$ cat config.mk
export PLATFORM = sky130hd
export DESIGN_NAME = load_store_unit
export DESIGN_NICKNAME = d
export VERILOG_FILES = /design/src/rtl/lsu_pkg.sv /design/src/rtl/lsu_lane.sv /design/src/rtl/load_store_unit.sv
export SDC_FILE = /design/constraint.sdc
export NUM_CORES = 1
export LEC_CHECK = 0
export BUFFER_PORTS_ARGS = -buffer_cell sky130_fd_sc_hd__buf_2
export CORE_AREA = 2 2 152 154
export DETAILED_ROUTE_END_ITERATION = 7
export DIE_AREA = 0 0 154 156
export PLACE_DENSITY = 0.86
export SLEW_MARGIN = 5
export SYNTH_ARGS = -nofsm -noshare
export SYNTH_HDL_FRONTEND = slang
export SYNTH_SLANG_ARGS = --single-unit
$ cat constraint.sdc
create_clock -name clk -period 3.18 [get_ports clk]
set_input_delay 0.477 -clock clk [delete_from_list [all_inputs] [get_ports clk]]
set_output_delay 0.477 -clock clk [all_outputs]
set_load 0.01 [all_outputs]
$ cat src/rtl/lsu_pkg.sv
// Shared types and helpers for the load/store unit: FSM states, RV64 funct3
// encodings and the access-size decode.
package lsu_pkg;

    typedef enum logic [1:0] {
        IDLE,
        RD,
        WR,
        RESP
    } lsu_state_t;

    localparam logic [2:0] F3_B  = 3'b000;
    localparam logic [2:0] F3_H  = 3'b001;
    localparam logic [2:0] F3_W  = 3'b010;
    localparam logic [2:0] F3_D  = 3'b011;
    localparam logic [2:0] F3_BU = 3'b100;
    localparam logic [2:0] F3_HU = 3'b101;
    localparam logic [2:0] F3_WU = 3'b110;

    // Access size in bytes; the unsigned variants share the low two bits.
    function automatic logic [3:0] size_bytes(input logic [2:0] funct3);
        case (funct3[1:0])
            2'b00:   size_bytes = 4'd1;
            2'b01:   size_bytes = 4'd2;
            2'b10:   size_bytes = 4'd4;
            default: size_bytes = 4'd8;
        endcase
    endfunction

endpackage

$ cat src/rtl/lsu_lane.sv
// Byte-lane logic for the load/store unit: load extract with sign/zero
// extension, and sub-word store merge into the old memory word.
module lsu_lane
    import lsu_pkg::*;
#(
    parameter int DATA_W = 64
) (
    input  logic [DATA_W-1:0] word,
    input  logic [2:0]        offset,
    input  logic [2:0]        funct3,
    input  logic [DATA_W-1:0] wdata,
    output logic [DATA_W-1:0] ld_data,
    output logic [DATA_W-1:0] st_word
);

    logic [DATA_W-1:0] shifted;
    logic [DATA_W-1:0] bmask;
    logic [DATA_W-1:0] bmask_sh;
    logic [5:0]        bit_off;

    always_comb begin
        bit_off = {offset, 3'b000};
        shifted = word >> bit_off;
        ld_data = '0;
        case (funct3)
            F3_B:    ld_data = {{(DATA_W-8){shifted[7]}},   shifted[7:0]};
            F3_H:    ld_data = {{(DATA_W-16){shifted[15]}}, shifted[15:0]};
            F3_W:    ld_data = {{(DATA_W-32){shifted[31]}}, shifted[31:0]};
            F3_D:    ld_data = shifted;
            F3_BU:   ld_data = {{(DATA_W-8){1'b0}},  shifted[7:0]};
            F3_HU:   ld_data = {{(DATA_W-16){1'b0}}, shifted[15:0]};
            F3_WU:   ld_data = {{(DATA_W-32){1'b0}}, shifted[31:0]};
            default: ld_data = '0;
        endcase

        // Only the addressed bytes take the low bytes of wdata.
        bmask = '0;
        case (funct3[1:0])
            2'b00:   bmask[7:0]  = '1;
            2'b01:   bmask[15:0] = '1;
            2'b10:   bmask[31:0] = '1;
            default: bmask       = '1;
        endcase
        bmask_sh = bmask << bit_off;
        st_word  = (word & ~bmask_sh) | ((wdata << bit_off) & bmask_sh);
    end

endmodule

$ cat src/rtl/load_store_unit.sv
// Request/response load-store unit in front of datamemory; sub-word stores
// are done as read-modify-write of the whole 64-bit word.
module load_store_unit
    import lsu_pkg::*;
#(
    parameter int DM_ADDRESS = 9,
    parameter int DATA_W     = 64
) (
    input  logic                  clk,
    input  logic                  rst_n,
    input  logic                  req_valid,
    output logic                  req_ready,
    input  logic                  req_we,
    input  logic [2:0]            req_funct3,
    input  logic [63:0]           req_addr,
    input  logic [DATA_W-1:0]     req_wdata,
    output logic                  resp_valid,
    input  logic                  resp_ready,
    output logic [DATA_W-1:0]     resp_rdata,
    output logic                  resp_err,
    output logic                  dm_memread,
    output logic                  dm_memwrite,
    output logic [DM_ADDRESS-1:0] dm_a,
    output logic [DATA_W-1:0]     dm_wd,
    input  logic [DATA_W-1:0]     dm_rd
);

    lsu_state_t        state, state_nx;
    logic              we_q;
    logic [2:0]        f3_q;
    logic [2:0]        off_q;
    logic [DATA_W-1:0] wdata_q;
    logic              accept, illegal, misal, bad;
    logic [3:0]        sz, szm1;
    logic [DATA_W-1:0] ld_data, st_word;
    logic              unused_addr;

    // Address bits above the memory range wrap and are ignored.
    assign unused_addr = ^req_addr[63:DM_ADDRESS+3];

    assign req_ready = (state == IDLE);
    assign accept    = req_valid && req_ready;

    always_comb begin
        sz      = size_bytes(req_funct3);
        szm1    = sz - 4'd1;
        misal   = |(req_addr[2:0] & szm1[2:0]);
        illegal = req_we ? req_funct3[2] : (req_funct3 == 3'b111);
        bad     = misal || illegal;
    end

    always_comb begin
        state_nx = state;
        case (state)
            IDLE: if (accept) begin
                if (bad)                                  state_nx = RESP;
                else if (req_we && req_funct3 == F3_D)    state_nx = WR;
                else                                      state_nx = RD;
            end
            RD:      state_nx = we_q ? WR : RESP;
            WR:      state_nx = RESP;
            RESP:    if (resp_ready) state_nx = IDLE;
            default: state_nx = IDLE;
        endcase
    end

    lsu_lane #(.DATA_W(DATA_W)) u_lane (
        .word    (dm_rd),
        .offset  (off_q),
        .funct3  (f3_q),
        .wdata   (wdata_q),
        .ld_data (ld_data),
        .st_word (st_word)
    );

    // Strobes are registered from the next state so they align with RD/WR.
    always_ff @(posedge clk or negedge rst_n) begin
        if (!rst_n) begin
            state       <= IDLE;
            we_q        <= 1'b0;
            f3_q        <= '0;
            off_q       <= '0;
            wdata_q     <= '0;
            resp_valid  <= 1'b0;
            resp_err    <= 1'b0;
            resp_rdata  <= '0;
            dm_memread  <= 1'b0;
            dm_memwrite <= 1'b0;
            dm_a        <= '0;
            dm_wd       <= '0;
        end else begin
            state       <= state_nx;
            dm_memread  <= (state_nx == RD);
            dm_memwrite <= (state_nx == WR);
            resp_valid  <= (state_nx == RESP);
            case (state)
                IDLE: if (accept) begin
                    we_q       <= req_we;
                    f3_q       <= req_funct3;
                    off_q      <= req_addr[2:0];
                    wdata_q    <= req_wdata;
                    dm_a       <= req_addr[DM_ADDRESS+2:3];
                    resp_err   <= bad;
                    resp_rdata <= '0;
                    if (req_we && req_funct3 == F3_D) dm_wd <= req_wdata;
                end
                RD: begin
                    if (we_q) dm_wd <= st_word;
                    else      resp_rdata <= ld_data;
                end
                RESP: if (resp_ready) begin
                    resp_err   <= 1'b0;
                    resp_rdata <= '0;
                end
                default: ;
            endcase
        end
    end

endmodule

==> results of run 1 <==
[synthesized netlist by cell type (all sizes together), types with 2 or more instances]
cell	instances	area [µm²]
clkbuf	53	199
o21ai	73	369
a221oi	2	23.8
mux2i	88	881
nor2	103	394
a32o	2	20.0
a22oi	75	563
or3	2	12.5
a221o	31	310
buf	58	354
a211oi	39	298
inv	6	22.5
nand2	139	522
nand2b	10	62.6
and2b	2	15.0
mux2	122	1370
o21a	11	82.6
o311ai	8	70.1
nor3b	6	55.1
nor3	5	40.0
and2	4	25.0
o211ai	22	165
dfrtp	214	5360
a21oi	42	221
mux4	26	586
a21o	25	188
o2bb2ai	7	61.3
a32oi	4	35.0
a31oi	19	119
nand3	14	70.1
nor2b	14	87.6
o31ai	6	45.0
[timing repair]
item / 4_1_cts / 5_1_grt
endpoints found under the hold margin: 21 / 0
hold buffers: 1 / 0
setup endpoints to repair: 0 / 0
[state kept, by name (all words and copies together), names as in the netlist, 2 cells and up]
name / count
state: 2
off_q: 3
wdata_q: 64
f3_q: 3
resp_rdata: 64
dm_wd: 64
dm_a: 9
[cells by family after synthesis]
group | Yosys count | synth area share
compound gates | 373 | 0.208
simple gates | 303 | 0.104
mux | 236 | 0.223
flops | 214 | 0.420
buf+inv | 117 | 0.0452
[cell type report]
type / instances / area, µm² / area share
clock inverters: 7 / 73.8 / 0.00487
diodes: 5 / 12.5 / 0.000825
well taps: 285 / 357 / 0.0235
repair buffers: 324 / 1770 / 0.117
multi-input cells: 912 / 6840 / 0.451
clock buffers: 36 / 717 / 0.0473
flip-flops and latches: 214 / 5360 / 0.354
inverters: 6 / 22.5 / 0.00149
[power by group through the flow]
stage	Clock, mW	Sequential, mW	Combinational (mW)
floorplan	0	4.98	6.41
global placement	0	5.23	8.91
detailed placement	0	5.30	9.16
CTS	2.81	5.27	9.22
global route	2.91	5.45	10.0
finish	2.79	5.34	9.38
[worst min-delay path by stage]
stage / start / to / slack, ps
after global routing: req_addr[6] / dm_a[3] / 180
after detailed placement: dm_wd[28] / dm_wd[28] / 460
final: req_addr[2] / off_q[2] / 190
after floorplan: rst_n / dm_a[0] / 180
after CTS: req_addr[9] / dm_a[6] / 180
after global placement: resp_rdata[4] / resp_rdata[4] / 460
[tightest hold or removal path, cell delays in order]
cell and delay (ps):
buf_2 90, nand2_1 40, o21ai_0 60
[metal layers]
| layer | up-vias | routed length, µm | global-route usage |
|---|---|---|---|
| met5 | - | 16 | 0 |
| met4 | 2 | 2870 | 0.197 |
| met3 | 167 | 4460 | 0.0664 |
| met2 | 791 | 20800 | 0.583 |
| met1 | 5781 | 17200 | 0.491 |
| li1 | 5142 | - | - |
[per-stage QoR]
stage                     cell area [µm²]  std cells
after detailed placement            14300       1740
after floorplan                     12700       1243
after global placement              14300       1740
after global routing                15100       1786
final                               15200       1789
after CTS                           15100       1784
==> impl_metrics.ini, run 1 <==
[outcome]
status = finished, final reports clean

[route]
drc_errors = 0
first_iter_violations = 1390
vias = 11900
postRouteAntennaNets = 0
wirelength_mm = 45.4
firstDrtPassIters = 5
routed_via_density = 6.64
post_drt_wl_per_cell_um = 25.4

[worst_setup_path]
end_kind = register
cp.required_ps = 3640
cp-start-kind = register
setup.worst_path.start = off_q[1]
arrival_ps = 3140
max_stage_delay_ps = 820
r2r-start = off_q[1]
crit_family = simple AND/OR/NAND/NOR gates
crit_end = dm_wd[50]
critPathKind = reg -> reg
cp.depth = 6
cp_cell_sequence = buf_12 > nor2b_1 > nand2_1 > o21ai_0 > mux2_2 > a221o_1
cp_max_fo = 46
reg2reg_depth = 6
crit_slowest_cell = nor2b_1
reg2reg_to = dm_wd[50]
ff2ff_setup_slack_ps = 510
worst-path-buf-inv = 1

[logic_synthesis]
synth_edf_count = 0
synth-seq-cells = 214
synth-seq-area-share = 0.420
syn_avg_cell_area_um2 = 10.2
synth_nets = 1443
postSynthCellCount = 1243
synthFlopType = dfrtp_1
synth_async_sr_flop_share = 1.00
ys_types = 55
yosys_warnings = 0
syn-cell-area_um2 = 12700

[clock_tree]
numCtsBuffers = 24
cts_root_buf = clkbuf_16
h-tree-depth = 1
cts.clk_slew.worst_paths_ps = 70
post-cts-setup-buffers = 0
cts_resized = 0
cts_sinks = 214
cts_tree = done
cts.path.max_buffers = 3
clk_latency_ps = 530

[timing]
finalHoldViolations = 0
final.setup_skew_ps = 14.5
tns_ps = 0
min_period_ps = 2670
relSlewSlack = 0.235
whs_ps = 189
grt_setup_unrepaired = no
worst_pin_slew_ps = 1150
slew_violations = 0
period_share = 0.841
finalSetupViolCount = 0
setup_slack_ps = 506
fmax_mhz = 374

[power]
clkPwrFrac = 0.159
leakage_nw = 6.94
max-vdd-ir-drop_uv = 544
swShare = 0.451
power_density_nw_per_um2 = 1160
p_sw_mw = 7.90
p_int_mw = 9.61
power_frac_seq = 0.305
p_total_mw = 17.5
p_comb_frac = 0.535

[grt]
grt_antenna_before_repair = 5
grt_pass1_wl_mm = 67.4
grt_pass1_vias = 11300
grt_overflow = 0
grt_max_degree = 96
track_usage = 0.370

[floorplan]
die_area_um2 = 24000
initial_core_util = 0.570
core.rowCount = 55
die_width_um = 154
io_pins = 342
design.core.area_um2 = 22400
die_h_um = 156

[flow_run]
maxCapViolCount = 0

[placement]
port-buffer-count = 289
gp_congestion = 0.998
dp_hpwl_mm = 33.5
place_ws_ps = 634

[layout]
layout-drive-gt1-share = 0.354
final_common_cell = buf_2
nFillCells = 1672
final_cell_mix = 288 x buf_2, 211 x dfrtp_1, 139 x nand2_1
utilization = 0.678
area_growth_pct = 19.0
fin_nets = 1682

[min_path]
holdPathStages = 3
hold_class = in -> reg
Power figures use the tool's default switching activity.
==> run 2, diff against run 1 <==
--- a/config.mk
+++ b/config.mk
@@ -6,10 +6,10 @@
 export NUM_CORES = 1
 export LEC_CHECK = 0
 export BUFFER_PORTS_ARGS = -buffer_cell sky130_fd_sc_hd__buf_2
-export CORE_AREA = 2 2 152 154
+export CORE_AREA = 2 2 165 167
 export DETAILED_ROUTE_END_ITERATION = 7
-export DIE_AREA = 0 0 154 156
-export PLACE_DENSITY = 0.86
+export DIE_AREA = 0 0 167 169
+export PLACE_DENSITY = 0.77
 export SLEW_MARGIN = 5
 export SYNTH_ARGS = -nofsm -noshare
 export SYNTH_HDL_FRONTEND = slang
==> constraint.sdc (replaced) <==
create_clock -name clk -period 2.4 [get_ports clk]
set_input_delay 0.36 -clock clk [delete_from_list [all_inputs] [get_ports clk]]
set_output_delay 0.36 -clock clk [all_outputs]
set_load 0.01 [all_outputs]
==> impl_metrics.ini, run 2 (same netlist as run 1, synthesis figures left out) <==
[outcome]
status = finished, final reports clean

[route]
firstDrtPassIters = 5
wirelength_mm = 47.4
postRouteAntennaNets = 0
post_drt_wl_per_cell_um = 25.3
first_iter_violations = 1408
vias = 11900
routed_via_density = 6.34
drc_errors = 0

[placement]
dp_hpwl_mm = 36.0
place_inst = 1828
place_ws_ps = 86.1
gp_congestion = 1.00
port-buffer-count = 289
place_area_um2 = 14800

[layout]
area_growth_pct = 22.3
fin_cells = 1872
final_cell_mix = 288 x buf_2, 211 x dfrtp_1, 139 x nand2_1
stdcell_area_um2 = 15600
largest_registers = dm_wd x64, resp_rdata x64, wdata_q x64
layout-drive-gt1-share = 0.369
final_common_cell = buf_2
fin_nets = 1713

[power]
clkPwrFrac = 0.161
max-vdd-ir-drop_uv = 1050
p_sw_mw = 10.7
leakage_nw = 7.13
p_int_mw = 13.3
power_density_nw_per_um2 = 1530
swShare = 0.446
power_frac_seq = 0.290
p_comb_frac = 0.549

[grt]
grt_pass1_wl_mm = 70.2
grt_antenna_before_repair = 4
track_usage = 0.328
grt_overflow = 0
grt_max_degree = 86
grt_pass1_vias = 11300

[min_path]
worstHoldStart = req_addr[4]
worst_hold_path.endpoint = dm_a[1]
hold_class = in -> reg
holdPathStages = 2

[worst_setup_path]
cp.required_ps = 2810
critPathKind = reg -> reg
cp_max_fo = 20
arrival_ps = 2710
ff2ff_setup_slack_ps = 100
r2r-start = off_q[0]
reg2reg_to = dm_wd[1]
end_kind = register
reg2reg_depth = 8
cp-start-kind = register

[floorplan]
die_area_um2 = 28200
die_width_um = 167
core.rowCount = 60
die_h_um = 169
io_pins = 342
initial_core_util = 0.481
design.core.area_um2 = 26500

[timing]
relSlewSlack = 0.485
finalSetupViolCount = 0
worst_pin_slew_ps = 771
slew_violations = 0
grt_setup_unrepaired = no
whs_ps = 50.2
finalHoldViolations = 0
period_share = 0.958
setup_slack_ps = 99.6
min_period_ps = 2300
final.setup_skew_ps = 34.0
tns_ps = 0
fmax_mhz = 435

[clock_tree]
cts.path.max_buffers = 3
cts_tree = done
clk_latency_ps = 540
numCtsBuffers = 23
h-tree-depth = 1
cts_sinks = 214
cts.clk_slew.worst_paths_ps = 70
cts_root_buf = clkbuf_16

[flow_run]
maxCapViolCount = 0
run 2: cell count changes in the layout (fill, tap and decap cells not counted), moves of 3 or more:
cell / change
diode_2: -3
buf_12: +9
bufinv_16: +3
buf_4: +23
run 2: critical path, stage by stage, from the launching register on:
cell and delay, ps:
dfrtp_4 600, buf_12 220, buf_4 160, nor3_2 400
buf_4 300, mux2i_1 210, nor2_1 60, a21oi_1 120
o21ai_0 100
run 2: worst max path at each step:
stage / start / to / slack [ps] / cells past startpoint
final: off_q[0] / dm_wd[1] / 100 / 8
after global routing: off_q[1] / resp_rdata[58] / 40 / 7
after CTS: state[1] / dm_wd[54] / 60 / 6
after detailed placement: state[1] / dm_wd[54] / 90 / 6
after global placement: state[1] / dm_wd[55] / 160 / 6
after floorplan: off_q[1] / dm_wd[51] / 440 / 7
run 2: power groups by stage:
stage	sequential (mW)	clock, mW	combinational (mW)
global route	7.07	4.03	14.1
finish	6.94	3.85	13.1
CTS	6.86	3.88	13.0
floorplan	6.60	0	8.49
global placement	6.85	0	12.7
detailed placement	6.90	0	12.9
run 2: layout make-up:
cell class              count  area, µm²
fillers                  2276      10900
multi-input cells         912       6840
flip-flops and latches    214       5360
repair buffers            356       2120
clock buffers              30        622
well taps                 341        427
clock inverters            11        179
inverters                   6       22.5
diodes                      2       5.00
run 2: through the flow:
step	total power, mW	util
CTS	23.7	0.588
global placement	19.6	0.557
detailed placement	19.8	0.557
global route	25.2	0.588
finish	23.9	0.588
floorplan	15.1	-
run 2: repair_timing:
item | in CTS | in global routing
setup buffers | 0 | 0
endpoints found under the setup margin | 0 | 8
hold buffers | 1 | 0
hold endpoints to repair | 29 | 0
gates resized for setup | 0 | 2
run 2: layer usage:
| metal | up-vias | GRT usage | share of wire |
|---|---|---|---|
| met4 | 4 | 0.138 | 0.051 |
| met2 | 705 | 0.509 | 0.45 |
| met5 | - | 0 | 0.00059 |
| met3 | 123 | 0.0694 | 0.093 |
| met1 | 5850 | 0.448 | 0.40 |
| li1 | 5190 | - | - |
